`config.mk`:
```
export PLATFORM = sky130hd
export DESIGN_NAME = bin_to_bcd_seq_flat
export DESIGN_NICKNAME = d
export VERILOG_FILES = /design/src/rtl/bin_to_bcd_seq_if.sv /design/src/rtl/bin_to_bcd_seq.sv /design/src/flat_wrapper.sv
export SDC_FILE = /design/constraint.sdc
export NUM_CORES = 1
export LEC_CHECK = 0
export ABC_CLOCK_PERIOD_IN_PS = 2300
export BUFFER_PORTS_ARGS = -buffer_cell sky130_fd_sc_hd__clkbuf_2
export CORE_MARGIN = 2
export CORE_UTILIZATION = 57
export DETAILED_ROUTE_END_ITERATION = 8
export PLACE_DENSITY = 0.8
export SLEW_MARGIN = 20
export SYNTH_ARGS = -nofsm -noshare
export SYNTH_HDL_FRONTEND = slang
export SYNTH_SLANG_ARGS = --single-unit
```
`constraint.sdc`:
```
create_clock -name clk -period 2.3 [get_ports clk]
set_input_delay 0 -clock clk [delete_from_list [all_inputs] [get_ports clk]]
set_output_delay 0 -clock clk [all_outputs]
set_load 0.01 [all_outputs]
```
`src/rtl/bin_to_bcd_seq_if.sv`:
```
// rtl/bin_to_bcd_seq_if.sv - request/result bundle for the sequential binary-to-BCD converter
interface bin_to_bcd_seq_if #(
    parameter int BIN_W  = 27,
    parameter int DIGITS = 8
);
    logic                  in_valid;
    logic                  in_ready;
    logic [BIN_W-1:0]      bin;
    logic [4*DIGITS-1:0]   bcd;
    logic [DIGITS-1:0]     blank;
    logic                  overflow;
    logic                  out_valid;

    modport master (
        output in_valid,
        output bin,
        input  in_ready,
        input  bcd,
        input  blank,
        input  overflow,
        input  out_valid
    );

    modport slave (
        input  in_valid,
        input  bin,
        output in_ready,
        output bcd,
        output blank,
        output overflow,
        output out_valid
    );
endinterface

```
`src/rtl/bin_to_bcd_seq.sv`:
```
// rtl/bin_to_bcd_seq.sv - double-dabble binary to packed BCD, one iteration per clock
// Saturates to all nines when the input exceeds DIGITS decimal digits; flags leading zeros.
module bin_to_bcd_seq #(
    parameter int BIN_W  = 27,
    parameter int DIGITS = 8
) (
    input  logic              clk,
    input  logic              rst,
    bin_to_bcd_seq_if.slave   bus
);
    localparam int CNT_W = $clog2(BIN_W + 1);
    localparam int BCD_W = 4 * DIGITS;

    function automatic logic [63:0] max_decimal(input int d);
        logic [63:0] p;
        p = 64'd1;
        for (int i = 0; i < d; i++) begin
            p = p * 64'd10;
        end
        return p - 64'd1;
    endfunction

    localparam logic [63:0]       MAX_VAL   = max_decimal(DIGITS);
    localparam logic [CNT_W-1:0]  LAST_IT   = CNT_W'(BIN_W - 1);
    localparam logic [BCD_W-1:0]  SAT_BCD   = {DIGITS{4'h9}};
    localparam logic [DIGITS-1:0] BLANK_RST = {{(DIGITS-1){1'b1}}, 1'b0};

    typedef enum logic [1:0] {
        IDLE  = 2'd0,
        SHIFT = 2'd1,
        DONE  = 2'd2
    } state_t;

    state_t              state;
    logic [CNT_W-1:0]    cnt;
    logic [BIN_W-1:0]    bin_sr;
    logic [BCD_W-1:0]    acc;
    logic                ovf_pend;
    logic [BCD_W-1:0]    bcd_r;
    logic [DIGITS-1:0]   blank_r;
    logic                ovf_r;
    logic                out_valid_r;
    logic [BCD_W-1:0]    adj;
    logic [BCD_W-1:0]    final_bcd;

    // Per-digit correction; nibbles never carry into their neighbours.
    function automatic logic [BCD_W-1:0] add3(input logic [BCD_W-1:0] a);
        logic [BCD_W-1:0] r;
        r = a;
        for (int i = 0; i < DIGITS; i++) begin
            if (a[4*i +: 4] >= 4'd5) begin
                r[4*i +: 4] = a[4*i +: 4] + 4'd3;
            end
        end
        return r;
    endfunction

    // Digit 0 is never blanked so a zero result still shows a single "0".
    function automatic logic [DIGITS-1:0] lead_zero(input logic [BCD_W-1:0] v);
        logic [DIGITS-1:0] m;
        logic              z;
        m = '0;
        z = 1'b1;
        for (int i = DIGITS - 1; i >= 1; i--) begin
            z    = z & (v[4*i +: 4] == 4'd0);
            m[i] = z;
        end
        return m;
    endfunction

    assign adj       = add3(acc);
    assign final_bcd = ovf_pend ? SAT_BCD : acc;

    always_ff @(posedge clk) begin
        if (rst) begin
            state       <= IDLE;
            cnt         <= '0;
            bin_sr      <= '0;
            acc         <= '0;
            ovf_pend    <= 1'b0;
            bcd_r       <= '0;
            blank_r     <= BLANK_RST;
            ovf_r       <= 1'b0;
            out_valid_r <= 1'b0;
        end else begin
            out_valid_r <= 1'b0;
            case (state)
                IDLE: begin
                    if (bus.in_valid) begin
                        bin_sr   <= bus.bin;
                        acc      <= '0;
                        cnt      <= '0;
                        ovf_pend <= (64'(bus.bin) > MAX_VAL);
                        state    <= SHIFT;
                    end
                end
                SHIFT: begin
                    // Top accumulator bit falls off only for inputs that get saturated anyway.
                    acc    <= {adj[BCD_W-2:0], bin_sr[BIN_W-1]};
                    bin_sr <= {bin_sr[BIN_W-2:0], 1'b0};
                    cnt    <= cnt + CNT_W'(1);
                    if (cnt == LAST_IT) begin
                        state <= DONE;
                    end
                end
                DONE: begin
                    bcd_r       <= final_bcd;
                    blank_r     <= lead_zero(final_bcd);
                    ovf_r       <= ovf_pend;
                    out_valid_r <= 1'b1;
                    state       <= IDLE;
                end
                default: begin
                    state <= IDLE;
                end
            endcase
        end
    end

    assign bus.in_ready  = (state == IDLE);
    assign bus.bcd       = bcd_r;
    assign bus.blank     = blank_r;
    assign bus.overflow  = ovf_r;
    assign bus.out_valid = out_valid_r;
endmodule
```
`src/flat_wrapper.sv`:
```
// flat-port wrapper written by rule: the top's interface ports become plain ports
module bin_to_bcd_seq_flat 
#(
    parameter int BIN_W  = 27,
    parameter int DIGITS = 8
)
  (clk, rst, bus_in_valid, bus_bin, bus_in_ready, bus_bcd, bus_blank, bus_overflow, bus_out_valid);
  bin_to_bcd_seq_if #(.BIN_W(BIN_W), .DIGITS(DIGITS)) bus_i ();
  input  logic clk;
  input  logic rst;
  input wire logic [$bits(bus_i.in_valid)-1:0] bus_in_valid;
  input wire logic [$bits(bus_i.bin)-1:0] bus_bin;
  output wire logic [$bits(bus_i.in_ready)-1:0] bus_in_ready;
  output wire logic [$bits(bus_i.bcd)-1:0] bus_bcd;
  output wire logic [$bits(bus_i.blank)-1:0] bus_blank;
  output wire logic [$bits(bus_i.overflow)-1:0] bus_overflow;
  output wire logic [$bits(bus_i.out_valid)-1:0] bus_out_valid;
  assign bus_i.in_valid = bus_in_valid;
  assign bus_i.bin = bus_bin;
  assign bus_in_ready = bus_i.in_ready;
  assign bus_bcd = bus_i.bcd;
  assign bus_blank = bus_i.blank;
  assign bus_overflow = bus_i.overflow;
  assign bus_out_valid = bus_i.out_valid;
  bin_to_bcd_seq #(.BIN_W(BIN_W), .DIGITS(DIGITS)) u_core (.clk(clk), .rst(rst), .bus(bus_i));
endmodule
```
==> summary.txt <==
Worst setup path
  – Endpoint class of the critical path: register
  – Slowest CP cell: dfxtp_1
  – Arr. time, crit path: 2.09 ns
  – Critical Path RT: 2.61 ns
  – R2r setup slk: 0.52 ns
  – WS Path Type: register to register
  – CP max FO: 37
  – Critical Path Max Stage Delay: 0.47 ns
  – Crit path max-delay family: buffers and inverters
  – Cells along the critical path: nand2b_1, buf_4, nand2_2, nor2_1, buf_4, a22o_1
  – Most used cell, CP: buf_4
  – CP bufs+invs: 2
  – Setup crit start kind: register

Detailed routing
  – Drt wl/cell: 15.28 um
  – First-iteration detailed-routing DRC count: 289
  – Routed WL: 11660 um
  – Post-DRT Antenna Nets: 0
  – DRC Markers: 0
  – Pre-antenna DRT Iters: 5
  – DR vias/cell: 5.815
  – Vias: 4437

Logic synthesis
  – Cells after Synth: 569
  – Sequential-to-total area share from yosys stat: 45.16%
  – Mapped cell area: 4787 um2
  – Distinct cells, synth: 42
  – Ys flop type: dfxtp_1
  – #FFs+latches synth: 108
  – Async S/R FF share, synth: 0%
  – Number of synthesized flops with an enable pin: 0
  – Syn Area/Cell: 8.413 um2
  – Syn Nets: 617
  – Synth warn: 0

Floorplanning
  – # rows: 33
  – Die area: 9147 um2
  – Chip width: 95.64 um
  – Die H: 95.64 um
  – Core ar.: 8175 um2
  – Initial Util: 58.56%
  – IO Pins: 73

Clock tree
  – H-tree depth: 3
  – CTS clk-pin slew, worst paths: 0.10 ns
  – Skew-Pair Late Insertion Delay: 0.37 ns
  – TritonCTS Buffers: 9
  – Root Driver: clkbuf_8
  – Clock buffer depth: 2
  – Total of cells resized after clock tree synthesis: 0
  – Clk sink count: 108
  – CTS tree: done

Global route
  – Gr usage total: 26.50%
  – First-pass GRT wire length: 19150 um
  – Pin count of the biggest net entering global routing: 95
  – Initial antenna violation count: 0
  – Grt total ovfl: 0
  – Number of global-route vias before repair: 4152

STA
  – Clock Skews: 0.01083 ns
  – Final period util: 77.38%
  – Worst-margin pin slew: 1.087 ns
  – Min Clock Period, post-route: 1.780 ns
  – Final Hold Viols: 0
  – Final Setup Violations: 0
  – Max Freq: 561.9 MHz
  – Worst setup margin: 0.5203 ns
  – Final max-slew violation count: 0
  – Setup TNS: 0 ns
  – Unrepaired setup endpoints after global routing: false
  – Relative slew slack: 27.26%

Power and ir drop
  – Overall power: 3.360 mW
  – Pwr Density: 589.5 nW/um2
  – Pleak: 2.228 nW
  – Worst vdd ir: 0.3785 mV

Place
  – Placed insts: 720
  – Routability cong.: 0.8724
  – DP HPWL: 7472 um
  – Pre-CTS setup slack: 0.5471 ns
  – IO buf count: 71

Finish
  – Proportion of layout cells with a drive suffix above 1: 16.87%
  – Layout Nets: 701
  – Final Util: 69.73%
  – Non-filler instance count after layout: 763
  – Diode count: 0
  – Most frequent cells in the layout: dfxtp_1 (108), a21oi_1 (81), clkbuf_2 (70)
  – FILL cells: 629
  – Synth-to-Final Area Change: 19.08%
  – Leading cell type in the layout, fill and taps excluded: dfxtp_1

Job
  – Max-cap violation count: 0

Status
  – Status: finished, final reports clean

Hold path
  – Hold Path Class: primary input to register
worst paths after layout:
kind / depth (start not counted) / end / startpoint
min reg2reg: 2 / u_core.bus.bcd[10]$_SDFFE_PP0P_ / u_core.bus.bcd[10]$_SDFFE_PP0P_
max: 6 / u_core.acc[13]$_SDFFE_PP0P_ / u_core.state[1]$_SDFFE_PP0P_
max reg2reg: 6 / u_core.acc[13]$_SDFFE_PP0P_ / u_core.state[1]$_SDFFE_PP0P_
min: 3 / u_core.state[0]$_SDFFE_PP0P_ / rst
report_power, final:
part / internal [mW] / switching [mW] / leakage (nW) / total (mW)
registers: 1.91 / 0.0263 / 0.875 / 1.94
clock network: 0.461 / 0.651 / 0.0934 / 1.11
logic: 0.125 / 0.186 / 1.26 / 0.312
total: 2.50 / 0.863 / 2.23 / 3.36
logic make-up (layout without fill, tap and decap cells):
kind of cell    after synthesis  in the layout  synth area share [%]
flops                       108            108                 45.16
compound gates              158            158                 19.47
mux                           8              8                 1.673
xor+xnor                     15             15                 2.744
buf+inv                      59            148                 4.966
other cells                   1              1               0.07834
simple gates                202            202                 21.20
fa+ha+maj                    18             18                 4.705
registers in the layout (all words and copies together), names as in the netlist:
name and cells:
u_core.acc 32, u_core.bus.bcd 32, u_core.bin_sr 27, u_core.bus.blank 7
u_core.cnt 5, u_core.state 2, u_core.bus.out_valid 1, u_core.bus.overflow 1
u_core.ovf_pend 1
timing repair:
item,CTS,global route
hold buffers,27,0
endpoints found under the hold margin,28,0
setup endpoints to repair,0,0
setup buffers,0,0
stage by stage:
step	area [um2]	hold slack, ns
2_1_floorplan	4787	0.1360
3_3_place_gp	5245	0.2313
3_5_place_dp	5245	0.2351
4_1_cts	5700	0.1337
5_1_grt	5700	0.1538
6_report	5700	0.1384
per-layer routing:
metal,global-route usage [%],part of all wire (%),vias up
li1,-,-,2168
met1,35.41,44,2094
met2,42.72,48,156
met3,3.953,5.9,19
met4,11.19,1.6,0
met5,0,0,-
cell usage after synthesis, drive strengths merged (10+ instances only):
library cell	number	share of area, %
inv	17	1.3
a22oi	20	3.1
nor4	10	1.6
nand3	20	2.1
dfxtp	108	45
ha	18	4.7
nand2b	13	1.7
or3	17	2.2
o21ai	31	3.2
a22o	16	2.9
nor3	22	2.3
nand2	57	4.5
clkbuf	34	2.7
nor2	40	3.1
a21oi	81	8.5
cell type report:
| cell class | count | area [um2] | area share (%) |
|---|---|---|---|
| Clock buffer | 12 | 155.1 | 2.722 |
| Clock inverter | 4 | 30.03 | 0.5268 |
| Inverter | 17 | 63.81 | 1.119 |
| Multi-Input combinational cell | 402 | 2392 | 41.97 |
| Sequential cell | 108 | 2162 | 37.93 |
| Tap cell | 105 | 131.4 | 2.305 |
| Timing Repair Buffer | 115 | 765.7 | 13.43 |
worst register-to-register path, cell delays in order (launching register included):
cell      delay [ns]
dfxtp_1         0.47
nand2b_1        0.16
buf_4           0.36
nand2_2         0.19
nor2_1          0.13
buf_4           0.23
a22o_1          0.19
(Power assumes the default switching activity.)
